<file path="config.mk">
export PLATFORM = sky130hd
export DESIGN_NAME = instr_encoder_loader
export DESIGN_NICKNAME = d
export VERILOG_FILES = /design/src/rtl/instr_encoder_loader.sv
export SDC_FILE = /design/constraint.sdc
export NUM_CORES = 1
export LEC_CHECK = 0
export ABC_AREA = 0
export CORE_ASPECT_RATIO = 1.25
export CORE_MARGIN = 1.5
export CORE_UTILIZATION = 50
export DETAILED_ROUTE_END_ITERATION = 10
export GPL_ROUTABILITY_DRIVEN = 0
export PLACE_DENSITY_LB_ADDON = 0.1
export SYNTH_ARGS = -nofsm -noshare
export SYNTH_HDL_FRONTEND = slang
export SYNTH_SLANG_ARGS = --single-unit
</file>
<file path="constraint.sdc">
create_clock -name clk -period 3.6 [get_ports clk]
set_clock_uncertainty 0.2 [all_clocks]
set_input_delay 0.54 -clock clk [delete_from_list [all_inputs] [get_ports clk]]
set_output_delay 0.54 -clock clk [all_outputs]
set_load 0.02 [all_outputs]
</file>
<file path="src/rtl/instr_encoder_loader.sv">
// RV32I field-bundle encoder that streams packed instruction words into instruction memory.
// Illegal bundles are consumed without a write and raise a sticky error until the next start.
module instr_encoder_loader #(
    parameter int unsigned ADDR_W = 6,
    parameter int unsigned DEPTH  = 64,
    parameter int unsigned BASE   = 0
) (
    input  logic              clk,
    input  logic              reset,
    input  logic              start,
    input  logic              in_valid,
    output logic              in_ready,
    input  logic              in_last,
    input  logic [6:0]        op,
    input  logic [2:0]        funct3,
    input  logic              funct7b5,
    input  logic [4:0]        rd,
    input  logic [4:0]        rs1,
    input  logic [4:0]        rs2,
    input  logic [31:0]       imm,
    output logic              imem_we,
    output logic [ADDR_W-1:0] imem_addr,
    output logic [31:0]       imem_wdata,
    output logic              done,
    output logic              full,
    output logic              err,
    output logic [ADDR_W:0]   word_count
);

    localparam logic [6:0] OpR     = 7'b0110011;
    localparam logic [6:0] OpImm   = 7'b0010011;
    localparam logic [6:0] OpLoad  = 7'b0000011;
    localparam logic [6:0] OpJalr  = 7'b1100111;
    localparam logic [6:0] OpStore = 7'b0100011;
    localparam logic [6:0] OpBr    = 7'b1100011;
    localparam logic [6:0] OpLui   = 7'b0110111;
    localparam logic [6:0] OpAuipc = 7'b0010111;
    localparam logic [6:0] OpJal   = 7'b1101111;

    localparam logic [ADDR_W-1:0] BaseAddr = ADDR_W'(BASE);
    localparam logic [ADDR_W:0]   LastCnt  = (ADDR_W + 1)'(DEPTH - 1);

    typedef enum logic [1:0] {StIdle, StRun, StFull} state_t;

    state_t            state;
    logic [ADDR_W-1:0] wr_ptr;
    logic [31:0]       enc;
    logic              legal;
    logic              accept;
    logic              depth_hit;

    logic i_ok;
    logic b_ok;
    logic j_ok;
    logic u_ok;

    assign i_ok = (imm[31:11] == {21{imm[11]}});
    assign b_ok = (imm[31:12] == {20{imm[12]}}) && !imm[0];
    assign j_ok = (imm[31:20] == {12{imm[20]}}) && !imm[0];
    assign u_ok = (imm[11:0] == 12'd0);

    always_comb begin
        enc   = 32'd0;
        legal = 1'b0;
        case (op)
            OpR: begin
                enc   = {1'b0, funct7b5, 5'b0, rs2, rs1, funct3, rd, op};
                legal = 1'b1;
            end
            OpImm: begin
                // slli/srli/srai carry a 5-bit shamt with funct7 in the upper bits
                if (funct3[1:0] == 2'b01) begin
                    enc   = {1'b0, funct7b5, 5'b0, imm[4:0], rs1, funct3, rd, op};
                    legal = (imm[31:5] == 27'd0);
                end else begin
                    enc   = {imm[11:0], rs1, funct3, rd, op};
                    legal = i_ok;
                end
            end
            OpLoad, OpJalr: begin
                enc   = {imm[11:0], rs1, funct3, rd, op};
                legal = i_ok;
            end
            OpStore: begin
                enc   = {imm[11:5], rs2, rs1, funct3, imm[4:0], op};
                legal = i_ok;
            end
            OpBr: begin
                enc   = {imm[12], imm[10:5], rs2, rs1, funct3, imm[4:1], imm[11], op};
                legal = b_ok;
            end
            OpLui, OpAuipc: begin
                enc   = {imm[31:12], rd, op};
                legal = u_ok;
            end
            OpJal: begin
                enc   = {imm[20], imm[10:1], imm[11], imm[19:12], rd, op};
                legal = j_ok;
            end
            default: begin
                enc   = 32'd0;
                legal = 1'b0;
            end
        endcase
    end

    assign accept    = in_valid & in_ready;
    assign depth_hit = (word_count == LastCnt);

    always_ff @(posedge clk or negedge reset) begin
        if (!reset) begin
            state      <= StIdle;
            in_ready   <= 1'b0;
            imem_we    <= 1'b0;
            imem_addr  <= BaseAddr;
            imem_wdata <= 32'd0;
            done       <= 1'b0;
            full       <= 1'b0;
            err        <= 1'b0;
            word_count <= '0;
            wr_ptr     <= BaseAddr;
        end else begin
            imem_we <= 1'b0;
            done    <= 1'b0;
            case (state)
                StIdle, StFull: begin
                    if (start) begin
                        state      <= StRun;
                        in_ready   <= 1'b1;
                        full       <= 1'b0;
                        err        <= 1'b0;
                        word_count <= '0;
                        wr_ptr     <= BaseAddr;
                    end
                end
                StRun: begin
                    if (accept) begin
                        if (legal) begin
                            imem_we    <= 1'b1;
                            imem_addr  <= wr_ptr;
                            imem_wdata <= enc;
                            wr_ptr     <= wr_ptr + 1'b1;
                            word_count <= word_count + 1'b1;
                        end else begin
                            err <= 1'b1;
                        end
                        done <= in_last;
                        if (in_last) begin
                            state    <= StIdle;
                            in_ready <= 1'b0;
                            if (legal && depth_hit) full <= 1'b1;
                        end else if (legal && depth_hit) begin
                            state    <= StFull;
                            in_ready <= 1'b0;
                            full     <= 1'b1;
                        end
                    end
                end
                default: begin
                    state    <= StIdle;
                    in_ready <= 1'b0;
                end
            endcase
        end
    end

endmodule

</file>
==> impl_metrics.env <==
export IMPL_multiInputGateArea_sq_mm=0.00183
export IMPL_timing_rr_end="wr_ptr[5]"
export IMPL_post_route_cells_drive_above_1_share_pct=11.1
export IMPL_timing_max_transition_violations_final=0
export IMPL_min_delay_worst_endpoint="imem_wdata[1]"
export IMPL_finalSetupViolCount=0
export IMPL_synth_warning_count=0
export IMPL_critical_path_cell_chain="clkdlybuf4s50_1, inv_1, ha_1, or4_1, o221a_4, a21bo_2, clkinv_2, buf_12, buf_4, mux2i_1"
export IMPL_areaGrowthSynthToFinish_pct=41.0
export IMPL_detail_route_iter0_violations=202
export IMPL_max_slew_margin_rel_pct=19.1
export IMPL_clock_fmax_mhz=320
export IMPL_filler_cell_count=501
export IMPL_worst_endpoint_arrival_ns=3.17
export IMPL_ffs_w_async_s_r_synth_pct=100
export IMPL_critical_path_startpoint_type="input pin"
export IMPL_holdCritPathClass="register to register"
export IMPL_die_area_sq_mm=0.00748
export IMPL_synth_seq_area_share_pct=41.7
export IMPL_postCtsResizedCells=0
export IMPL_synth_seq_cells=58
export IMPL_cp_end_kind="register"
export IMPL_static_leakage_power_uw=0.00211
export IMPL_sw_frac_of_total_pct=30.2
export IMPL_detailed_place_hpwl_mm=7.28
export IMPL_holdWs_ns=0.276
export IMPL_cp_data_required_time_ns=3.65
export IMPL_post_synth_inst_count=335
export IMPL_grt_total_usage_pct=26.3
export IMPL_worst_pin_slew_ns=1.21
export IMPL_initial_utilization_pct=52.4
export IMPL_timing_critical_path_max_delay_family="buffers and inverters"
export IMPL_synth_simple_gate_area_share_pct=17.0
export IMPL_die_height_microns=96.3
export IMPL_final_hold_viols=0
export IMPL_buffer_ports_inserted=112
export IMPL_worst_ir_drop_vdd_mv=0.370
export IMPL_synthAdderAreaFrac_pct=1.08
export IMPL_wl_per_cell_microns=17.8
export IMPL_drt_total_wl_mm=9.69
export IMPL_timing_hold_worst_start="imem_wdata[1]"
export IMPL_number_of_antenna_violations_at_the_first_check_in_global_routing=0
export IMPL_sequential_cell_area_sq_mm=0.00145
export IMPL_combPwrFrac_pct=26.5
export IMPL_powerDensity_mw_per_mm2=396
export IMPL_final_period_utilization_pct=86.7
export IMPL_rsz0062_at_grt="no"
export IMPL_synth_top_family_by_area="compound AO/OA/AOI/OAI gates"
export IMPL_ctsLongestPathBuffers=2
export IMPL_share_clk_of_total_power_pct=34.3
export IMPL_setup_worst_path_class="input pin to register"
export IMPL_route_vias_total=3181
export IMPL_run_status="completed"
export IMPL_numCtsBuffers=9
export IMPL_worst_r2r_setup_slack_ns=1.06
export IMPL_synth_area_sq_mm=0.00348
export IMPL_grt_max_degree=40
export IMPL_timing_setup_tns_ns=0
export IMPL_h_tree_depth=3
export IMPL_number_of_global_route_vias_before_repair=3078
export IMPL_synth_enable_flop_cells=0
export IMPL_clock_tree_root_cell="clkbuf_8"
export IMPL_boundaryPins=113
export IMPL_route_antenna_remaining_nets=0
export IMPL_number_of_cells_on_the_worst_reg_to_reg_path=6
export IMPL_detailedRoute_firstPassIterationCount=6
export IMPL_avgViaCountPerCell=5.84
export IMPL_compound_cell_area_share_of_the_yosys_netlist_pct=19.1
export IMPL_worst_hold_path_num_cells=1
export IMPL_max_cap_check_violation_count=0
export IMPL_n_antenna_cell=0
export IMPL_timing_critical_path_buf_inv=5
export IMPL_ys_dominant_reg_cell="dfrtp_1"
export IMPL_tritoncts="built"
export IMPL_unique_cell_type_count_in_the_yosys_netlist=63
export IMPL_clkLatencyLatePin_ns=0.32
export IMPL_clk_pin_slew_ns=0.07
export IMPL_drc=0
export IMPL_rr_startpoint="state[1]"
export IMPL_p_switching_uw=586
export IMPL_shortest_clock_period_the_worst_path_allows_after_layout_ns=3.12
export IMPL_synthesis_nets=401
export IMPL_nets=519
export IMPL_die_width_microns=77.7
export IMPL_worstPathMaxFanout=14
export IMPL_critical_path_max_stage_delay_ns=0.54
export IMPL_power_frac_seq_pct=39.2
export IMPL_globalRoute_totalOverflow=0
export IMPL_cell_internal_power_dissipation_uw=1360
export IMPL_total_clock_sinks=58
export IMPL_synth_area_mux_share_pct=15.2
export IMPL_rows=33
export IMPL_mean_instance_size_in_the_synthesized_netlist_sq_um=10.4
export IMPL_timing_critical_path_slowest_stage_cell="clkdlybuf4s50_1"
export IMPL_core_area_sq_mm=0.00665
export IMPL_yosys_area_share_xor_xnor_pct=0
export IMPL_wire_length_of_the_first_global_routing_pass_mm=15.1
[layout make-up]
type | instances | share of cell area [%]
clock buffer | 11 | 2.88
timing repair buffer | 126 | 25.2
tap | 87 | 2.22
clock inverter | 5 | 1.58
sequential | 58 | 29.6
multi-input combinational | 240 | 37.2
inverter | 18 | 1.40
[Yosys cell counts (7+ instances only)]
cell	n	share of area, %
clkbuf_1	8	0.86
mux2_1	21	6.8
nand2b_1	14	2.5
nand3_1	8	1.1
a22o_1	17	4.3
inv_1	17	1.8
nand2_1	27	2.9
a22oi_1	10	2.2
o21ai_0	13	1.9
dfrtp_1	58	42
nor2_1	13	1.4
a21oi_1	7	1.0
mux2i_1	17	4.9
[placed cells by master, fill, tap and decap left out, types with 10 or more instances in the layout]
master,netlist,layout
inv_1,17,17
dfrtp_1,58,58
nor2_1,13,13
a22o_1,17,17
clkdlybuf4s50_1,0,111
a22oi_1,10,10
nand2_1,27,27
mux2i_1,17,17
o21ai_0,13,12
buf_4,2,12
clkbuf_8,0,10
nand2b_1,14,14
mux2_1,21,21
[registers in the layout, summed over array words and instances, names as in the netlist]
name        cells
imem_we         1
err             1
state           2
imem_addr       6
full            1
wr_ptr          6
in_ready        1
imem_wdata     32
done            1
word_count      7
[what timing repair did]
| action | CTS | global route |
|---|---|---|
| endpoints found under the setup margin | 0 | 0 |
| buffers inserted | 0 | 0 |
| hold buffers | 1 | 0 |
| endpoints found under the hold margin | 19 | 0 |
[through the flow]
stage	power (uW)	cell area [sq um]	setup slack [ns]	cells	utilization, %
final	1940	4910	0.478	545	73.9
after global placement	1280	4680	0.221	528	70.4
after detailed placement	1290	4680	0.172	528	70.4
after global routing	2040	4910	0.365	545	73.9
after floorplan	1040	3480	0.669	335	-
after CTS	1960	4910	0.512	545	73.9
[metal layers]
layer,global-route usage (%),up-vias,routed length [microns]
met4,11.8,0,324
met1,30.5,1505,3680
li1,-,1480,-
met2,45.8,161,4990
met5,0,-,0
met3,6.73,35,695
[worst max-delay path by stage]
stage / startpoint / end / slack [ns] / depth (start not counted)
after floorplan: op[5] / imem_wdata[24] / 0.67 / 9
after global placement: op[6] / imem_wdata[4] / 0.22 / 9
after detailed placement: op[5] / imem_wdata[25] / 0.17 / 10
after CTS: op[5] / imem_wdata[25] / 0.51 / 10
after global routing: op[5] / wr_ptr[3] / 0.37 / 8
final: imm[12] / imem_wdata[25] / 0.48 / 10
[logic make-up (layout without fill, tap and decap cells)]
kind of cell / count (synthesis) / after routing
AOI/OAI and AO/OA: 81 / 81
buffers and inverters: 37 / 160
adders and majority gates: 3 / 3
and+or+nand+nor: 109 / 109
muxes: 47 / 47
DFF: 58 / 58
[power by group through the flow]
stage          Clock, uW  Combinational (uW)  Sequential, uW
6_report             666                 515             763
5_1_grt              705                 560             771
4_1_cts              679                 517             763
3_5_place_dp           0                 514             775
3_3_place_gp           0                 505             770
2_1_floorplan          0                 221             818
No activity file was read; power rests on OpenSTA's default activity.
